--- src/rtl/cnc_pkg.sv ---
// Shared types and constants for the CNC step/dir blocks.
package cnc_pkg;

  localparam int unsigned POS_W   = 32;
  localparam logic [31:0] PER_MAX = 32'hFFFF_FFFF;

  // Step glitch-filter states.
  typedef enum logic [1:0] {
    StLow,
    StQual,
    StHigh
  } flt_state_e;

endpackage

--- src/rtl/cnc_sync.sv ---
// Multi-flop synchronizer for a single asynchronous input.
module cnc_sync #(
  parameter int unsigned Stages = 2
) (
  input  logic clk_i,
  input  logic rst_ni,
  input  logic d_i,
  output logic q_o
);

  logic [Stages-1:0] sync_q, sync_d;

  // Shift the raw input in at bit 0; the oldest sample is the output.
  always_comb begin
    sync_d = {sync_q[Stages-2:0], d_i};
  end

  // Synchronizer chain with synchronous active-low reset.
  always_ff @(posedge clk_i) begin
    if (!rst_ni) begin
      sync_q <= '0;
    end else begin
      sync_q <= sync_d;
    end
  end

  assign q_o = sync_q[Stages-1];

endmodule

--- src/rtl/step_dir_decoder.sv ---
// Step/dir receiver: glitch filter, signed position, step period and direction-timing flag.
module step_dir_decoder
  import cnc_pkg::*;
#(
  parameter int unsigned SYNC_STAGES = 2,
  parameter int unsigned FILT_W      = 8
) (
  input  logic              clk,
  input  logic              reset_n,
  input  logic              istep,
  input  logic              idir,
  input  logic              en,
  input  logic              clr,
  input  logic [FILT_W-1:0] min_high,
  output logic [POS_W-1:0]  position,
  output logic [31:0]       period,
  output logic              period_valid,
  output logic              step_pulse,
  output logic              dir_out,
  output logic              dir_err
);

  localparam logic [FILT_W:0] CntOne = {{FILT_W{1'b0}}, 1'b1};

  logic step_s, dir_s;

  flt_state_e        state_q, state_d;
  logic [FILT_W-1:0] flt_cnt_q, flt_cnt_d;
  logic [FILT_W:0]   mh_eff, cnt_inc;
  logic              accept;

  logic [POS_W-1:0]  position_q, position_d;
  logic [31:0]       period_q, period_d;
  logic [31:0]       per_cnt_q, per_cnt_d;
  logic              period_valid_q, period_valid_d;
  logic              have_first_q, have_first_d;
  logic              step_pulse_q, step_pulse_d;
  logic              dir_err_q, dir_err_d;
  logic              dir_prev_q;

  cnc_sync #(
    .Stages (SYNC_STAGES)
  ) u_sync_step (
    .clk_i  (clk),
    .rst_ni (reset_n),
    .d_i    (istep),
    .q_o    (step_s)
  );

  cnc_sync #(
    .Stages (SYNC_STAGES)
  ) u_sync_dir (
    .clk_i  (clk),
    .rst_ni (reset_n),
    .d_i    (idir),
    .q_o    (dir_s)
  );

  // Filter FSM: qualify step high time; the current high sample counts toward min_high.
  always_comb begin
    state_d   = state_q;
    flt_cnt_d = flt_cnt_q;
    accept    = 1'b0;
    mh_eff    = (min_high == '0) ? CntOne : {1'b0, min_high};
    cnt_inc   = {1'b0, flt_cnt_q} + CntOne;
    if (!en) begin
      state_d = StLow;
    end else begin
      case (state_q)
        StLow: begin
          if (step_s) begin
            if (mh_eff == CntOne) begin
              state_d = StHigh;
              accept  = 1'b1;
            end else begin
              state_d   = StQual;
              flt_cnt_d = CntOne[FILT_W-1:0];
            end
          end
        end
        StQual: begin
          if (!step_s) begin
            state_d = StLow;
          end else if (cnt_inc >= mh_eff) begin
            state_d = StHigh;
            accept  = 1'b1;
          end else begin
            flt_cnt_d = cnt_inc[FILT_W-1:0];
          end
        end
        StHigh: begin
          if (!step_s) begin
            state_d = StLow;
          end
        end
        default: state_d = StLow;
      endcase
    end
  end

  // Position, period measurement and sticky direction error; clr overrides everything.
  always_comb begin
    position_d     = position_q;
    period_d       = period_q;
    per_cnt_d      = per_cnt_q;
    period_valid_d = period_valid_q;
    have_first_d   = have_first_q;
    dir_err_d      = dir_err_q;
    step_pulse_d   = 1'b0;
    if (clr) begin
      position_d     = '0;
      period_d       = '0;
      per_cnt_d      = '0;
      period_valid_d = 1'b0;
      have_first_d   = 1'b0;
      dir_err_d      = 1'b0;
    end else if (!en) begin
      per_cnt_d      = '0;
      period_valid_d = 1'b0;
      have_first_d   = 1'b0;
    end else begin
      per_cnt_d = (per_cnt_q == PER_MAX) ? PER_MAX : per_cnt_q + 32'd1;
      // A stalled counter invalidates the measurement; two fresh steps are needed.
      if (per_cnt_q == PER_MAX) begin
        period_valid_d = 1'b0;
        have_first_d   = 1'b0;
      end
      if (accept) begin
        step_pulse_d   = 1'b1;
        position_d     = dir_s ? position_q + 32'd1 : position_q - 32'd1;
        period_d       = per_cnt_q;
        per_cnt_d      = 32'd1;
        period_valid_d = have_first_q && (per_cnt_q != PER_MAX);
        have_first_d   = 1'b1;
      end
      if ((dir_s != dir_prev_q) && (state_q != StLow)) begin
        dir_err_d = 1'b1;
      end
    end
  end

  // State registers with synchronous active-low reset.
  always_ff @(posedge clk) begin
    if (!reset_n) begin
      state_q        <= StLow;
      flt_cnt_q      <= '0;
      position_q     <= '0;
      period_q       <= '0;
      per_cnt_q      <= '0;
      period_valid_q <= 1'b0;
      have_first_q   <= 1'b0;
      step_pulse_q   <= 1'b0;
      dir_err_q      <= 1'b0;
      dir_prev_q     <= 1'b0;
    end else begin
      state_q        <= state_d;
      flt_cnt_q      <= flt_cnt_d;
      position_q     <= position_d;
      period_q       <= period_d;
      per_cnt_q      <= per_cnt_d;
      period_valid_q <= period_valid_d;
      have_first_q   <= have_first_d;
      step_pulse_q   <= step_pulse_d;
      dir_err_q      <= dir_err_d;
      dir_prev_q     <= dir_s;
    end
  end

  assign position     = position_q;
  assign period       = period_q;
  assign period_valid = period_valid_q;
  assign step_pulse   = step_pulse_q;
  assign dir_out      = dir_s;
  assign dir_err      = dir_err_q;

endmodule

--- config.mk ---
export PLATFORM = sky130hd
export DESIGN_NAME = step_dir_decoder
export DESIGN_NICKNAME = d
export VERILOG_FILES = /design/src/rtl/cnc_pkg.sv /design/src/rtl/cnc_sync.sv /design/src/rtl/step_dir_decoder.sv
export SDC_FILE = /design/constraint.sdc
export NUM_CORES = 1
export LEC_CHECK = 0
export ABC_CLOCK_PERIOD_IN_PS = 3300
export CORE_MARGIN = 2
export CORE_UTILIZATION = 44
export DETAILED_ROUTE_END_ITERATION = 10
export GPL_ROUTABILITY_DRIVEN = 0
export GPL_TIMING_DRIVEN = 0
export PLACE_DENSITY = 0.69
export SLEW_MARGIN = 20
export SYNTH_ARGS = -nofsm -noshare
export SYNTH_HDL_FRONTEND = slang
export SYNTH_HIERARCHICAL = 1
export SYNTH_SLANG_ARGS = --single-unit
--- constraint.sdc ---
create_clock -name clk -period 3.3 [get_ports clk]
set_input_delay 0.66 -clock clk [delete_from_list [all_inputs] [get_ports clk]]
set_output_delay 0.66 -clock clk [all_outputs]
set_load 0.01 [all_outputs]
* After elaboration in Yosys (flattened, before gate mapping) *
Index checks and enable logic that the tools add are counted.

operators by class
  bitwise gates (word level) = 2
  equality and inequality tests = 12
  order comparisons = 1
  reductions and logical operators = 15
  muxes and demuxes = 25
  $add $sub $neg = 4

operator list
  kind                                                   number
  adder 32 x 1 -> 32 bit, second input constant          2
  2-to-1 mux 32 bit                                      2
  2-to-1 mux 8 bit                                       5
  equality test 32 bit, second input constant            1
  inequality test 32 bit, second input constant          1
  subtractor 32 x 1 -> 32 bit, second input constant     1
  case mux 8 bit (2 select lines)                        1
  2-to-1 mux 1 bit                                       10
  2-to-1 mux 2 bit                                       5
  adder 8 x 1 -> 9 bit, second input constant            1
  >= comparator 9 x 8 -> 1 bit                           1
  equality test 8 x 1 -> 1 bit, second input constant    1
  zero test 8 bit                                        1
  inequality test 2 bit, second input constant           3
  case mux 2 bit (3 select lines)                        1
  AND reduction 2 bit                                    3
  AND reduction 6 bit                                    1
  nonzero test 2 bit                                     3
  inequality test 2 x 1 -> 1 bit, second input constant  2
  OR reduction 4 bit                                     1
  inequality test 3 bit, second input constant           1
  AND reduction 3 bit                                    1
  OR reduction 3 bit                                     1
  equality test 2 x 1 -> 1 bit, second input constant    1
  7 further kinds                                        9

storage, ports and cells
  logic and storage cells = 72
  register bits = 115
  output and inout port bits = 68

* Longest topological paths before layout *
  depth after elaboration = 8
  gate-level depth with buffers = 15
  gate-level depth less buffers = 14

* Cells and area by module *
The synthesis kept the hierarchy.

by module, submodules not included
  module            times used  area each (um^2)  cells an instance
  step_dir_decoder  1           6174.7            777
  cnc_sync          2           52.6              4

* Least setup slack after synthesis *
Ideal clock, no wire load.

  kind = in2reg
  from = in min_high[6]
  to = reg period_q[10] (netlist: period[10])
  required time = 3.230 ns
  setup time = 0.070 ns
  stages = 15
  setup slack = -0.164 ns
  arrival = 3.394 ns
  path through = inv_1 -> nand4_1 -> nor4_1 -> or2_2 -> ha_1 -> nand2b_1 -> a21o_1 -> a21o_1 -> a211oi_1 -> o21ai_1 -> o2111ai_1 -> clkbuf_1 -> buf_1 -> nand2_1 -> a21oi_1

on the way
  longest elaborated chain between the ends = 8
  elaborated cells between the ends (all ways) = 11
  classes of those cells = order compare: 1; eq/ne: 1; mux: 7; reduce/logical: 2

ends and longest elaborated chain
  what                                                                          RTL line                                        source
  start: declaration                                                            step_dir_decoder.sv:14                          input logic [FILT_W-1:0] min_high,
  zero test 8 bit                                                               step_dir_decoder.sv:64                          mh_eff = (min_high == '0) ? CntOne : {1'b0, min_high};
  2-to-1 mux 8 bit (*)                                                          step_dir_decoder.sv:64
  >= comparator 9 x 8 -> 1 bit or equality test 8 x 1 -> 1 bit (tied branches)  step_dir_decoder.sv:84, step_dir_decoder.sv:72
  2-to-1 mux 1 bit, on equally long branches                                    step_dir_decoder.sv:84, step_dir_decoder.sv:72
  2-to-1 mux 1 bit, on equally long branches                                    step_dir_decoder.sv:82, step_dir_decoder.sv:71
  case mux 1 bit (2 select lines) (*)                                           step_dir_decoder.sv:69                          case (state_q)
  2-to-1 mux 1 bit (*)                                                          step_dir_decoder.sv:66                          if (!en) begin
  AND reduction 2 bit (no line) (*)                                             --
  end signal: assignment                                                        step_dir_decoder.sv:159                         period_q <= period_d;
  end: declaration                                                              step_dir_decoder.sv:33                          logic [31:0] period_q, period_d;

Mark *: on every way between the ends. The rest lies on a longest branch, timed or not.
A chain may end at the register's enable or synchronous reset.

* Worst setup path in the final report *
  from = reg u_sync_dir.sync_q[1]
  to = reg position_q[30] (netlist: position[30])

on the way
  longest elaborated chain between the ends = 1

ends and longest elaborated chain
  what                      RTL line                 source
  start: declaration        cnc_sync.sv:11           logic [Stages-1:0] sync_q, sync_d;
  start signal: assignment  cnc_sync.sv:23           sync_q <= sync_d;
  2-to-1 mux 32 bit         step_dir_decoder.sv:130  position_d = dir_s ? position_q + 32'd1 : position_q - 32'd1;
  end signal: assignment    step_dir_decoder.sv:158  position_q <= position_d;
  end: declaration          step_dir_decoder.sv:32   logic [POS_W-1:0] position_q, position_d;

Every way passes these cells.

==> metrics.txt <==
worst min path class reg2reg; die height 123 um; clock sinks 115; Via Count 6040; routing usage on met1 between 20% and 30%; Fillers 1250; global-route track usage on met3 under 10%; Crit path required time about 3.7 ns; reg-to-reg startpoint u_sync_dir/sync_q[1]; Peak VDD IR roughly 0.00034 V; Max Slew Vio Count 0; final WL around 17 mm; GR peak layer met2; power per cell area ~400 nW/um2; post-layout min period 3.20 ns; Post-synth top cells 141 x nand2_1, 115 x dfxtp_1, 108 x a21oi_1, 40 x ha_1; Place WS -1.13 ns; Distinct cells, synth 61; maximum clock frequency 313 MHz; Final ANT Viol Nets 0; ys flop type dfxtp_1; Overflow after GRT 0; placed insts about 1.0k; hold buffers post-CTS 0; worst slew pin tran 0.610 ns; Slew HR 59.3%; Mapped Nets 840; Post-synth EDFFs 0; Max H-tree Level 4; Tcrit/Tclk final 96.9%; crit-path max cell delay roughly 0.41 ns; Reg power frac 41.6%; Clock power frac roughly 52%; critical path endpoint category register; initial antenna violation count 0; combinational power share 6.2%; start point of the critical path u_sync_dir/sync_q[1]; antenna cells 0; met2 Usage GRT 32.6%; status complete, no violations; # DRC 0; worst path arrival time approximately 3.6 ns; Die W 123 um; cell breakdown of the critical path clkinvlp_4 > buf_4 > buf_12 > buf_4 > fa_2 > a211oi_2 > o21ai_1 > nand2_2 > o311ai_4 > o21ai_2 > o221ai_2 > a311o_1 > a211o_1 > nand3_1; Synth warnings 6; vias in the first global route 5320; Buffers on Ports slightly above 80; critical path class reg2reg; core footprint between 10000 and 15000 um2; Buffers & Inverters on Critical Path 4; drt wl/cell between 10 and 15 um; cell mode on critical path buf_4; # IOs slightly above 80; top-count cell post-synth nand2_1; Sw Ratio 22.8%; Final Hold Violating Endpoints 0; global-route wire length before repair 25.7 mm; slack of the critical path 0.104 ns; leak pwr ~3.2 nW; die area about 15000 um2; fin nets 982; post-synthesis register bit count 115; worst clock skew about 0.0094 ns; CTS tree done; synthesis-to-finish area growth 35.3%; Area contributors post-synth dfxtp_1 37%, a21oi_1 8.6%, nand2_1 8.4%, ha_1 8.0%, xnor2_1 3.5%; Internal 0.00259 W; top cell type's share of synthesized area 36.7%; Critical Path Start Type register; Syn Area/Cell 8.00 um2; Yosys top cell by area dfxtp_1; row count 43; # setup viols final 0; Psw ~0.00077 W; CP top delay family compound AO/OA/AOI/OAI gates; maxcap violations 0; post-synthesis sequential area ratio 36.7%; number of non-filler instances in the completed layout between 1k and 1.5k; instance count of the mapped netlist 785; ratio of cells with drive above 1 in the final layout 15.5%; post-DP HPWL roughly 11 mm; Post-Syn Area 6280 um2; Total GRT Usage 21.6%; async set or reset register ratio after synthesis 0%; Crit Path Max Fanout 5; Starting Density 45.1%; first-pass detailed-route iteration total 5; CTS Buf Count 17; largest net degree at the start of global routing 17; later-pin clock latency in the skew report between 0.4 and 0.5 ns; initial DRC count around 380; HP Start u_sync_dir/sync_q[0]; clock transition at the registers of the reported paths 0.05 ns; Root Driver clkbuf_16; critical path's slowest cell a311o_1; Via density 5.39; clock buffer depth 2
==> flip-flops by register name (all words and copies together), names as in the netlist <==
| signal | count |
|---|---|
| dir_err | 1 |
| dir_prev_q | 1 |
| flt_cnt_q | 8 |
| have_first_q | 1 |
| per_cnt_q | 32 |
| period | 32 |
| period_valid | 1 |
| position | 32 |
| state_q | 2 |
| step_pulse | 1 |
| u_sync_dir/sync_q | 2 |
| u_sync_step/sync_q | 2 |
==> worst register-to-register path, cell delays in order, from the launching register on <==
cell and delay [ns]:
dfxtp_4 0.38, clkinvlp_4 0.12, buf_4 0.16, buf_12 0.13, buf_4 0.13, fa_2 0.37
a211oi_2 0.26, o21ai_1 0.15, nand2_2 0.15, o311ai_4 0.13, o21ai_2 0.23, o221ai_2 0.16
a311o_1 0.41, a211o_1 0.30, nand3_1 0.06
==> layer usage <==
layer	vias up	part of all wire [%]
li1	3064	-
met1	2829	49
met2	128	45
met3	19	4.6
met4	0	1.4
met5	-	0
==> cell families after synthesis <==
family                   synth area share [%]
buffers and inverters                    4.16
AO/OA/AOI/OAI                            20.9
AND/OR/NAND/NOR                          22.6
XOR/XNOR                                 6.97
multiplexers                            0.478
adder cells (fa/ha/maj)                  8.29
flip-flops                               36.7
==> stage by stage <==
stage / power, W / instance area [um2] / hold slack [ns] / util [%] / setup TNS, ns
6_report: 0.00336 / 8500 / 0.440 / 61.0 / 0
5_1_grt: 0.00348 / 8500 / 0.451 / 61.0 / -0.369
4_1_cts: 0.00337 / 8290 / 0.441 / 59.5 / 0
3_5_place_dp: 0.00159 / 7360 / 0.429 / 52.9 / -86.11
3_3_place_gp: 0.00159 / 7360 / 0.425 / 52.9 / -81.82
2_1_floorplan: 0.00154 / 6330 / 0.412 / - / -0.0000810
==> path summary, 6_finish.rpt <==
check	end	slack, ns	cells after the start
worst max-delay path	position[30]	0.10	14
worst min-delay path	u_sync_dir/sync_q[1]	0.44	1
worst max register to register	position[30]	0.10	14
worst min register to register	u_sync_dir/sync_q[1]	0.44	1
==> cell type report <==
type | count | area, um2 | area share (%)
clock inverters | 8 | 76.3 | 0.898
inverters | 27 | 105 | 1.24
repair buffers | 126 | 1160 | 13.6
plain buffers | 35 | 181 | 2.14
repair inverters | 1 | 7.51 | 0.0884
flip-flops and latches | 115 | 2310 | 27.2
clock buffers | 24 | 492 | 5.79
well taps | 180 | 225 | 2.65
multi-input cells | 604 | 3940 | 46.4
==> placed cells by master, fill, tap and decap left out, types with 10 or more instances in the layout <==
| cell type | instances |
|---|---|
| dfxtp_1 | 111 |
| clkbuf_2 | 11 |
| clkbuf_1 | 16 |
| buf_2 | 10 |
| ha_1 | 34 |
| o21ai_0 | 21 |
| nor2_1 | 38 |
| inv_1 | 23 |
| clkbuf_16 | 17 |
| a21oi_1 | 108 |
| xnor2_1 | 25 |
| buf_4 | 43 |
| and3_1 | 11 |
| clkdlybuf4s50_1 | 74 |
| nor3_1 | 12 |
| nand3_1 | 37 |
| nand2_1 | 140 |
| xor2_1 | 25 |
==> power groups by stage <==
stage | Clock [W] | Combinational, W | Sequential (W)
2_1_floorplan | 0 | 0.000111 | 0.00143
3_3_place_gp | 0 | 0.000160 | 0.00143
3_5_place_dp | 0 | 0.000160 | 0.00143
4_1_cts | 0.00178 | 0.000187 | 0.00140
5_1_grt | 0.00185 | 0.000228 | 0.00140
6_report | 0.00176 | 0.000208 | 0.00140
==> repair_timing <==
action | CTS | global route
resized for setup | 40 | 42
gates cloned | 2 | 0
endpoints found under the setup margin | 104 | 104
pin swaps | 13 | 22
setup buffers | 27 | 17
Power figures use the tool's default switching activity.
